<file path="src/rtl/eks_scheduler.sv">
`default_nettype none
// ============================================================================
// Module   : eks_scheduler
// Brief    : Sequencer for bcrypt EksBlowfishSetup and the final encipher
//            passes. It issues expandKey and encipher start pulses only.
// Revision : 1.0 - initial release
// ============================================================================
module eks_scheduler #(
    parameter int MIN_COST   = 4,
    parameter int MAX_COST   = 31,
    parameter int ENC_ROUNDS = 64,
    parameter int ENC_BLOCKS = 3
) (
    input  logic                      clk,
    input  logic                      reset,
    input  logic                      start,
    input  logic [4:0]                cost,
    input  logic [127:0]              salt,
    output logic                      busy,
    output logic                      done,
    output logic                      err,
    output logic                      ek_start,
    output logic                      ek_load_salt,
    output logic [127:0]              ek_salt,
    output logic                      ek_key_sel,
    input  logic                      ek_done,
    output logic                      enc_start,
    output logic [31:0]               enc_L,
    output logic [31:0]               enc_R,
    input  logic [31:0]               enc_resultL,
    input  logic [31:0]               enc_resultR,
    input  logic                      enc_done,
    output logic [64*ENC_BLOCKS-1:0]  ctext
);

    localparam int c_RND_W = (ENC_ROUNDS > 1) ? $clog2(ENC_ROUNDS) : 1;
    localparam int c_BLK_W = (ENC_BLOCKS > 1) ? $clog2(ENC_BLOCKS) : 1;
    localparam logic [64*ENC_BLOCKS-1:0] c_MAGIC =
        192'h4f727068_65616e42_65686f6c_64657253_63727944_6f756274;

    typedef enum logic [3:0] {
        S_IDLE, S_EK0_START, S_EK0_WAIT, S_LK_START, S_LK_WAIT,
        S_LS_START, S_LS_WAIT, S_ENC_START, S_ENC_WAIT, S_DONE
    } state_t;

    state_t               r_state;
    state_t               w_next;
    logic [127:0]         r_salt;
    logic [4:0]           r_cost;
    logic [31:0]          r_iter;
    logic [c_RND_W-1:0]   r_rnd;
    logic [c_BLK_W-1:0]   r_blk;
    logic [63:0]          r_blocks [ENC_BLOCKS];
    logic                 r_err;

    logic [31:0]          w_cost_ext;
    logic                 w_cost_ok;
    logic [31:0]          w_iter_last;
    logic                 w_last_rnd;
    logic                 w_last_blk;

    assign w_cost_ext  = {27'd0, cost};
    assign w_cost_ok   = (w_cost_ext >= 32'(MIN_COST)) && (w_cost_ext <= 32'(MAX_COST));
    // Shift stays inside 32 bits even for cost 31, so the limit is 0x7FFFFFFF.
    assign w_iter_last = (32'd1 << r_cost) - 32'd1;
    assign w_last_rnd  = (r_rnd == c_RND_W'(ENC_ROUNDS - 1));
    assign w_last_blk  = (r_blk == c_BLK_W'(ENC_BLOCKS - 1));

    always_ff @(posedge clk) begin
        if (reset) r_state <= S_IDLE;
        else       r_state <= w_next;
    end

    always_comb begin
        w_next = r_state;
        case (r_state)
            S_IDLE:      if (start && w_cost_ok) w_next = S_EK0_START;
            S_EK0_START: w_next = S_EK0_WAIT;
            S_EK0_WAIT:  if (ek_done) w_next = S_LK_START;
            S_LK_START:  w_next = S_LK_WAIT;
            S_LK_WAIT:   if (ek_done) w_next = S_LS_START;
            S_LS_START:  w_next = S_LS_WAIT;
            S_LS_WAIT:   if (ek_done) w_next = (r_iter == w_iter_last) ? S_ENC_START : S_LK_START;
            S_ENC_START: w_next = S_ENC_WAIT;
            S_ENC_WAIT:  if (enc_done) w_next = (w_last_rnd && w_last_blk) ? S_DONE : S_ENC_START;
            S_DONE:      w_next = S_IDLE;
            default:     w_next = S_IDLE;
        endcase
    end

    always_ff @(posedge clk) begin
        if (reset) begin
            r_salt <= '0;
            r_cost <= '0;
            r_iter <= '0;
            r_rnd  <= '0;
            r_blk  <= '0;
            r_err  <= 1'b0;
            for (int i = 0; i < ENC_BLOCKS; i++) r_blocks[i] <= '0;
        end else begin
            r_err <= 1'b0;
            case (r_state)
                S_IDLE: begin
                    if (start && w_cost_ok) begin
                        r_salt <= salt;
                        r_cost <= cost;
                        r_iter <= '0;
                        r_rnd  <= '0;
                        r_blk  <= '0;
                        for (int i = 0; i < ENC_BLOCKS; i++)
                            r_blocks[i] <= c_MAGIC[64*(ENC_BLOCKS-i)-1 -: 64];
                    end else if (start) begin
                        r_err <= 1'b1;
                    end
                end
                S_LS_WAIT: begin
                    if (ek_done) begin
                        if (r_iter == w_iter_last) begin
                            r_rnd <= '0;
                            r_blk <= '0;
                        end else begin
                            r_iter <= r_iter + 32'd1;
                        end
                    end
                end
                S_ENC_WAIT: begin
                    if (enc_done) begin
                        r_blocks[r_blk] <= {enc_resultL, enc_resultR};
                        if (!w_last_rnd) begin
                            r_rnd <= r_rnd + c_RND_W'(1);
                        end else begin
                            r_rnd <= '0;
                            r_blk <= w_last_blk ? '0 : r_blk + c_BLK_W'(1);
                        end
                    end
                end
                default: ;
            endcase
        end
    end

    // Handshake outputs are decoded from state so they hold through the WAIT states.
    always_comb begin
        busy         = (r_state != S_IDLE) && (r_state != S_DONE);
        done         = (r_state == S_DONE);
        err          = r_err;
        ek_start     = (r_state == S_EK0_START) || (r_state == S_LK_START) || (r_state == S_LS_START);
        ek_load_salt = ek_start;
        ek_key_sel   = (r_state == S_LS_START) || (r_state == S_LS_WAIT);
        ek_salt      = '0;
        if ((r_state == S_EK0_START) || (r_state == S_EK0_WAIT)) ek_salt = r_salt;
        enc_start    = (r_state == S_ENC_START);
        enc_L        = '0;
        enc_R        = '0;
        if ((r_state == S_ENC_START) || (r_state == S_ENC_WAIT))
            {enc_L, enc_R} = r_blocks[r_blk];
    end

    for (genvar i = 0; i < ENC_BLOCKS; i++) begin : g_ctext
        assign ctext[64*(ENC_BLOCKS-i)-1 -: 64] = r_blocks[i];
    end

endmodule
`default_nettype wire

</file>
<file path="config.mk">
export PLATFORM = sky130hd
export DESIGN_NAME = eks_scheduler
export DESIGN_NICKNAME = d
export VERILOG_FILES = /design/src/rtl/eks_scheduler.sv
export SDC_FILE = /design/constraint.sdc
export NUM_CORES = 1
export LEC_CHECK = 0
export CORE_ASPECT_RATIO = 0.5
export CORE_MARGIN = 5
export CORE_UTILIZATION = 40
export CTS_CLUSTER_SIZE = 8
export DETAILED_ROUTE_END_ITERATION = 12
export PLACE_DENSITY = 0.68
export SLEW_MARGIN = 0
export SYNTH_ARGS = -nofsm -noshare
export SYNTH_HDL_FRONTEND = slang
export SYNTH_SLANG_ARGS = --single-unit
</file>
<file path="constraint.sdc">
create_clock -name clk -period 9.05 [get_ports clk]
set_clock_uncertainty 0.05 [all_clocks]
set_input_delay 1.81 -clock clk [delete_from_list [all_inputs] [get_ports clk]]
set_output_delay 1.81 -clock clk [all_outputs]
set_load 0.02 [all_outputs]
</file>
# After elaboration in Yosys (flattened, before gate mapping)
# Memory sizes are Yosys's and may differ from the RTL's. A register that Yosys moved wholly into a read port is not among the register bits.
# Index checks and enable logic that the tools add are counted.
# word_totals
output_inout_bits,391
register_bits,178
memories,1
word_cells,107
mem_bits_rw,192
input_bits,202
# memory_table
memory,words,width,rd,rd_ports_with_merged_regs,wr,line,source
r_blocks,3,64,4,1,3,53,logic [63:0] r_blocks [ENC_BLOCKS];
# classes
n_eq_ne,21
addsub,4
reduce_logical,20
order_cmp,2
n_bitwise,4
mux,47
shift,1
# ops
operator,n
$mux 64,4
$mux 32,5
$mux 128,1
$pmux 32 s2,1
$reduce_or 64->1,1
$pmux 4 s9,1
$add 32x1->32 const B,1
$eq 32x32->1,1
$shl 1x5->32 const A,1
$sub 32x1->32 const B,1
$mux 6,5
$mux 4,6
$mux 2,9
$pmux 6 s3,1
$eq 4x3->1 const B,4
$ne 2x2->1 const B,8
$mux 1,12
$reduce_and 5->1,2
$eq 4x2->1 const B,2
$eq 4x4->1 const B,2
$add 6x1->6 const B,1
$eq 6x6->1 const B,1
$pmux 2 s3,1
$reduce_and 6->1,1
other kinds (18),27

# Depth between registers and ports, before layout
# Gate-level depths: netlist (run 1).
# logic_depth
word_depth,9
mapped_depth,18
depth_no_buf,12

# Worst setup path after synthesis (run 1)
# OpenSTA, ideal clock, no wires.
# synth_timing
path_kind,in2reg
from,in reset
to,"mem r_blocks[3][0], enable pin"
arrival_time_ns,6.436
path_buffers,0
path_stages,3
setup_time_ns,0.565
t_required_ns,8.435
setup_slack_ns,1.999
path_cell_list,inv_1 > nand3_1 > nor3_1
# synth_rtl
element,line,source
"start, declared",15,"input logic reset,"
"end, declared",53,

# Final worst setup path (run 1)
# layout_timing
from,reg r_state[0]
to,out enc_L[22]
# layout_between
elab_chain_cells,3
word_cells_on_any_way,4
classes_between,2 x eq/ne; 1 x mux; 1 x reduce/logical
# layout_lines
element,line,source
"start, declared",46,state_t r_state;
"start signal, assigned",71,else r_state <= w_next;
$eq 4x3->1 / $eq 4x4->1 (equally long branches),155,if ((r_state == S_ENC_START) || (r_state == S_ENC_WAIT))
$logic_or 1x1->1 *,155,
$mux 32 *,155,
"end, declared",28,"output logic [31:0] enc_L,"
# Mark *: on every way between the ends. The rest lies on a longest branch, timed or not.

==> qor.csv, run 1 <==
metric,value,unit
Via density,5.32,
Fillers,4294,
fin util,56.3,%
Fin Hold WS,0.397,ns
DR vias,16300,
total gr overflow,0,
clock buffer depth,3,
Yosys top cell area share,38.1,%
die height,169,um
Max VDD drop,0.000166,V
fmax,183,MHz
DRC viols,0,
Worst EP arrival,3.61,ns
Tightest Hold Check Type,register to register,
run status,"complete, no violations",
PnR Total Power,0.00622,W
share of layout cells above drive strength 1,7.39,%
row cnt,58,
Top Ports,593,
vias in the first global route,16100,
yosys warns,0,
GP Congestion,0.871,
hold-fix buffer count after cts,0,
CTS Buf Count,60,
global-route wire length before repair,103000,um
largest net degree at the start of global routing,129,
XOR/XNOR Fraction of Synth Area,1.09,%
Post-Synth Adder-Cell Area,0.186,%
clock latency at the later pin of the worst-skew pair,0.60,ns
"share of synthesized cell area in and, or, nand and nor gates",20.7,%
synth unique cells,76,
"FF+latch count, synth",436,
Setup CP Type,register to output pin,
compound-gate portion of the synthesized area,11.5,%
most frequent cells in the layout,"clkdlybuf4s50_1 (591), nand2_1 (302), edfxtp_1 (256), and2_1 (232), dfxtp_1 (178)",
RSZ-0062 raised after global routing,no,
final hold violations,0,
final setup fails,0,
max-slew violations,0,
post-synthesis mux area share,7.35,%
minimum clock period,5.47,ns
placed cell areas,26500,um2
crit start category,register,
most frequently used flop master after synthesis,edfxtp_1,
mapped cell area,20200,um2
dpl hpwl,46400,um
die area,55300,um2
max_slew headroom,12.8,%
Async SR Flop Fraction,0,%
Syn Area/Cell,10.9,um2
Detail Route Antenna Nets,0,
area added between synthesis and finish,39.7,%
Final TNS setup,0,ns
Bufs and invs on worst path,2,
post-CTS setup buffers,0,
max-cap violations,0,
CTS sink cnt,436,
initial DRC count,1104,
Post-Synthesis Cells,1850,
initial antenna violation count,6,
Die X,328,um
CP cell instances,nor3_1 -> and2_1 -> nor2_4 -> buf_4 -> nor2b_1 -> clkdlybuf4s50_1,
cts repair resizes,0,
"commonest non-fill, non-tap cell in the layout",clkdlybuf4s50_1,
"Design Area, Final",28200,um2
Final Cycle Share,60.4,%
core region area,50100,um2
worst-margin pin slew,1.30,ns
Worst-path clk slew,0.06,ns
CTS root buf,clkbuf_16,
First-pass DRT Iterations,5,
drt total wl,69600,um
WP data required,7.19,ns
Crit path max-delay family,simple AND/OR/NAND/NOR gates,
initial core utilization,40.3,%
Post-synth EDFFs,256,
Worst setup EP type,output pin,
PortBufs,592,
sequential area share after synthesis,56.0,%
Routed WL per cell,22.7,um
crit path max fanout,64,
"Net Count, Synth",2055,
GRT Total Usage,24.0,%
synth top area cells,"edfxtp_1 (38%), dfxtp_1 (18%), and2_1 (7.2%)",
power per cell area,221,nW/um2
"Max stage delay cell, worst path",clkdlybuf4s50_1,
leading area contributor after synthesis,edfxtp_1,
P_leak,10.4,nW
Crit path largest cell delay,0.70,ns
largest family of logic cells by synthesized area,simple AND/OR/NAND/NOR gates,
H-tree Lvls,2,
CTS tree,built,
post-layout net count,2580,
-- kinds of logic (layout without fill, tap and decap cells) --
family,count (synthesis),after routing
other cells,0,4
flops,436,436
buf+inv,158,704
mux,68,68
compound gates,367,367
xor+xnor,22,22
simple gates,796,796
fa+ha+maj,3,3
-- layout make-up --
type / instances / area (um2) / share of cell area (%)
clock inverters: 2 / 25.0 / 0.0888
well taps: 660 / 826 / 2.93
diodes: 4 / 10.0 / 0.0355
repair buffers: 611 / 6070 / 21.5
inverters: 10 / 37.5 / 0.133
flip-flops and latches: 436 / 11300 / 40.1
multi-input cells: 1256 / 8320 / 29.5
clock buffers: 81 / 1600 / 5.68
-- worst min-delay path: cells and delay by family, from the launching register on --
family | cells | cell delay, ns
AOI/OAI and AO/OA | 1 | 0.05
DFF | 1 | 0.30
and+or+nand+nor | 1 | 0.05
-- Yosys cell counts, drive strengths merged (9+ instances only) --
cell	n
clkbuf	122
buf	26
nand3	24
and2	232
o41ai	9
nor2	35
inv	10
mux4	64
nand2	305
a21oi	177
o21ai	20
or4	13
nor2b	70
a21o	98
nand3b	15
o31ai	9
edfxtp	256
xnor2	13
or3	15
nor3	28
dfxtp	180
nor4	13
nand4	13
-- power by group --
group          switching (W)  internal, W
Clock               0.000834      0.00120
Combinational       0.000969     0.000703
Sequential          0.000131      0.00237
Total                0.00193      0.00428
-- stage by stage --
stage          setup WS [ns]  std cells
2_1_floorplan           2.00       1850
3_3_place_gp            3.93       2973
3_5_place_dp            3.86       2973
4_1_cts                 3.50       3056
5_1_grt                 3.35       3060
6_report                3.58       3060
-- metal layers --
metal	wire (um)	up-vias	global-route usage, %
li1	-	7640	-
met1	27400	8044	29.2
met2	35900	467	43.3
met3	3530	138	4.17
met4	2690	4	8.77
met5	27	-	0
-- sequential cells by signal (all words and copies together) (netlist names), named ones only --
| name | cells |
|---|---|
| r_iter | 32 |
| err | 1 |
| r_state | 4 |
| r_cost | 5 |
| r_salt | 128 |
| r_blocks | 256 |
| r_rnd | 6 |
| r_blk | 2 |
-- final timing paths --
| kind | start | end | slack (ns) | depth (start not counted) |
|---|---|---|---|---|
| max | r_state[0] | enc_L[22] | 3.58 | 6 |
| max reg2reg | r_cost[2] | r_iter[27] | 4.07 | 13 |
| min | r_salt[62] | r_salt[62] | 0.40 | 2 |
| min reg2reg | r_salt[62] | r_salt[62] | 0.40 | 2 |
(Power assumes the default switching activity.)
==> run 2: changes to the inputs <==
clock period = 5.22 ns   (was 9.05 ns; I/O delays follow)
==> qor.csv, run 2 (synthesized netlist as in run 1, its figures left out) <==
metric,value,unit,change
run status,"complete, no violations",,unchanged
GP Congestion,0.874,,was 0.871
Max Used Layer,met5,,unchanged
dpl hpwl,48600,um,was 46400 um
largest net degree at the start of global routing,125,,was 129
WP data required,5.70,ns,was 7.19 ns
GRT Total Usage,24.5,%,was 24.0%
PortBufs,592,,unchanged
Die X,328,um,unchanged
H-tree Lvls,2,,unchanged
CTS sink cnt,436,,unchanged
post-CTS setup buffers,0,,unchanged
fin util,56.7,%,was 56.3%
CTS root buf,clkbuf_16,,unchanged
Bufs and invs on worst path,1,,was 2
crit path max fanout,18,,was 64
row cnt,58,,unchanged
vias in the first global route,16200,,was 16100
crit start category,register,,unchanged
RSZ-0062 raised after global routing,no,,unchanged
initial core utilization,40.3,%,unchanged
"Max stage delay cell, worst path",or4_4,,was clkdlybuf4s50_1
CTS tree,built,,unchanged
share of layout cells above drive strength 1,7.96,%,was 7.39%
initial antenna violation count,2,,was 6
Worst setup EP type,register,,was output pin
met3 wire length,3990,um,was 3530 um
Crit path largest cell delay,0.55,ns,was 0.70 ns
Fillers,4347,,was 4294
"commonest non-fill, non-tap cell in the layout",clkdlybuf4s50_1,,unchanged
Worst EP arrival,5.31,ns,was 3.61 ns
detailed-route wire length on metal 1,28200,um,was 27400 um
number of flip-flops in the largest register,256,,unchanged
First-pass DRT Iterations,5,,unchanged
DRC viols,0,,unchanged
Detail Route Antenna Nets,0,,unchanged
Final TNS setup,0,ns,unchanged
cts repair resizes,0,,unchanged
power per cell area,383,nW/um2,was 221 nW/um2
Routed WL per cell,23.2,um,was 22.7 um
fmax,207,MHz,
Worst-path clk slew,0.05,ns,was 0.06 ns
area added between synthesis and finish,40.7,%,was 39.7%
Crit path max-delay family,simple AND/OR/NAND/NOR gates,,unchanged
max_slew headroom,11.5,%,was 12.8%
die height,169,um,unchanged
worst-margin pin slew,1.32,ns,was 1.30 ns
Setup CP Type,register to register,,was register to output pin
CTS Buf Count,60,,unchanged
Max VDD drop,0.000252,V,was 0.000166 V
largest registers,"r_blocks x256, r_salt x128, r_iter x32",,unchanged
most frequent cells in the layout,"clkdlybuf4s50_1 (591), nand2_1 (302), edfxtp_1 (256), and2_1 (232), dfxtp_1 (178)",,unchanged
Fin Hold WS,0.396,ns,was 0.397 ns
core region area,50100,um2,unchanged
Tightest Hold Check Type,register to register,,unchanged
die area,55300,um2,unchanged
global-route wire length before repair,105000,um,was 103000 um
clock buffer depth,3,,unchanged
max-cap violations,0,,unchanged
CP cell instances,buf_4 -> nor4_1 -> nand2_1 -> ha_1 -> xnor2_1 -> a2111oi_0 -> nand4b_1 -> or4_1 -> or4_4 -> nor4b_4 -> o21ai_1 -> a31o_2 -> a21oi_1,,was nor3_1 -> and2_1 -> nor2_4 -> buf_4 -> nor2b_1 -> clkdlybuf4s50_1
Reg with most FFs,r_blocks,,unchanged
Top Ports,593,,unchanged
r2r setup slk,0.39,ns,was 4.07 ns
post-layout net count,2593,,was 2580
clock latency at the later pin of the worst-skew pair,0.61,ns,was 0.60 ns
total gr overflow,0,,unchanged
minimum clock period,4.83,ns,
max-slew violations,0,,unchanged
Final Cycle Share,92.6,%,
final setup fails,0,,unchanged
initial DRC count,1272,,was 1104
final hold violations,0,,unchanged
length of routed met2 wiring,37200,um,was 35900 um
drt total wl,71200,um,was 69600 um
DR vias,16500,,was 16300
hold-fix buffer count after cts,0,,unchanged
Via density,5.37,,was 5.32
P_leak,10.5,nW,was 10.4 nW
## run 2: cell types whose count changed in the layout (fill, tap and decap cells not counted)
| cell | previous run | this run |
|---|---|---|
| diode_2 | 4 | 1 |
| buf_4 | 20 | 27 |
| clkinv_16 | 0 | 1 |
| clkinv_2 | 1 | 0 |
| buf_12 | 0 | 6 |
| clkbuf_16 | 61 | 60 |
| inv_16 | 1 | 0 |
| clkbuf_8 | 0 | 2 |
| nor3_2 | 5 | 4 |
| nor3_4 | 0 | 1 |
| inv_6 | 0 | 2 |
## run 2: through the flow
stage	power [W]	instance area, um2	setup WS (ns)	cells
2_1_floorplan	0.00599	20200	0.738	1850
3_3_place_gp	0.00738	26700	0.708	2986
3_5_place_dp	0.00740	26700	0.589	2986
4_1_cts	0.0110	28400	0.468	3071
5_1_grt	0.0114	28400	0.139	3071
6_report	0.0109	28400	0.388	3072
## run 2: worst register-to-register path, cell delays in order, from the launching register on
cell	delay (ns)
dfxtp_1	0.32
buf_4	0.19
nor4_1	0.53
nand2_1	0.12
ha_1	0.31
xnor2_1	0.13
a2111oi_0	0.49
nand4b_1	0.16
or4_1	0.44
or4_4	0.55
nor4b_4	0.48
o21ai_1	0.51
a31o_2	0.39
a21oi_1	0.11
## run 2: cell type report
class | count | area [um2] | area share [%]
antenna | 1 | 2.50 | 0.00882
clock buffer | 82 | 1600 | 5.65
clock inverter | 3 | 47.5 | 0.168
inverter | 10 | 37.5 | 0.132
multi-input combinational | 1256 | 8320 | 29.3
sequential | 436 | 11300 | 39.8
tap | 660 | 826 | 2.91
timing repair buffer | 624 | 6240 | 22.0
## run 2: layer usage
metal,GRT usage [%],vias up
li1,-,7671
met1,30.6,8191
met3,4.32,109
met2,44.6,523
met4,6.07,4
met5,0,-
## run 2: final timing paths
path                                 start         end  cells past startpoint
worst max-delay path             r_cost[1]  r_iter[22]                     13
worst min-delay path            r_salt[94]  r_salt[94]                      2
worst max register to register   r_cost[1]  r_iter[22]                     13
worst min register to register  r_salt[94]  r_salt[94]                      2
## run 2: power by group
group	switching, W	internal, W	leakage, nW
Sequential	0.000232	0.00411	4.10
Combinational	0.00172	0.00126	5.61
Clock	0.00146	0.00210	0.798
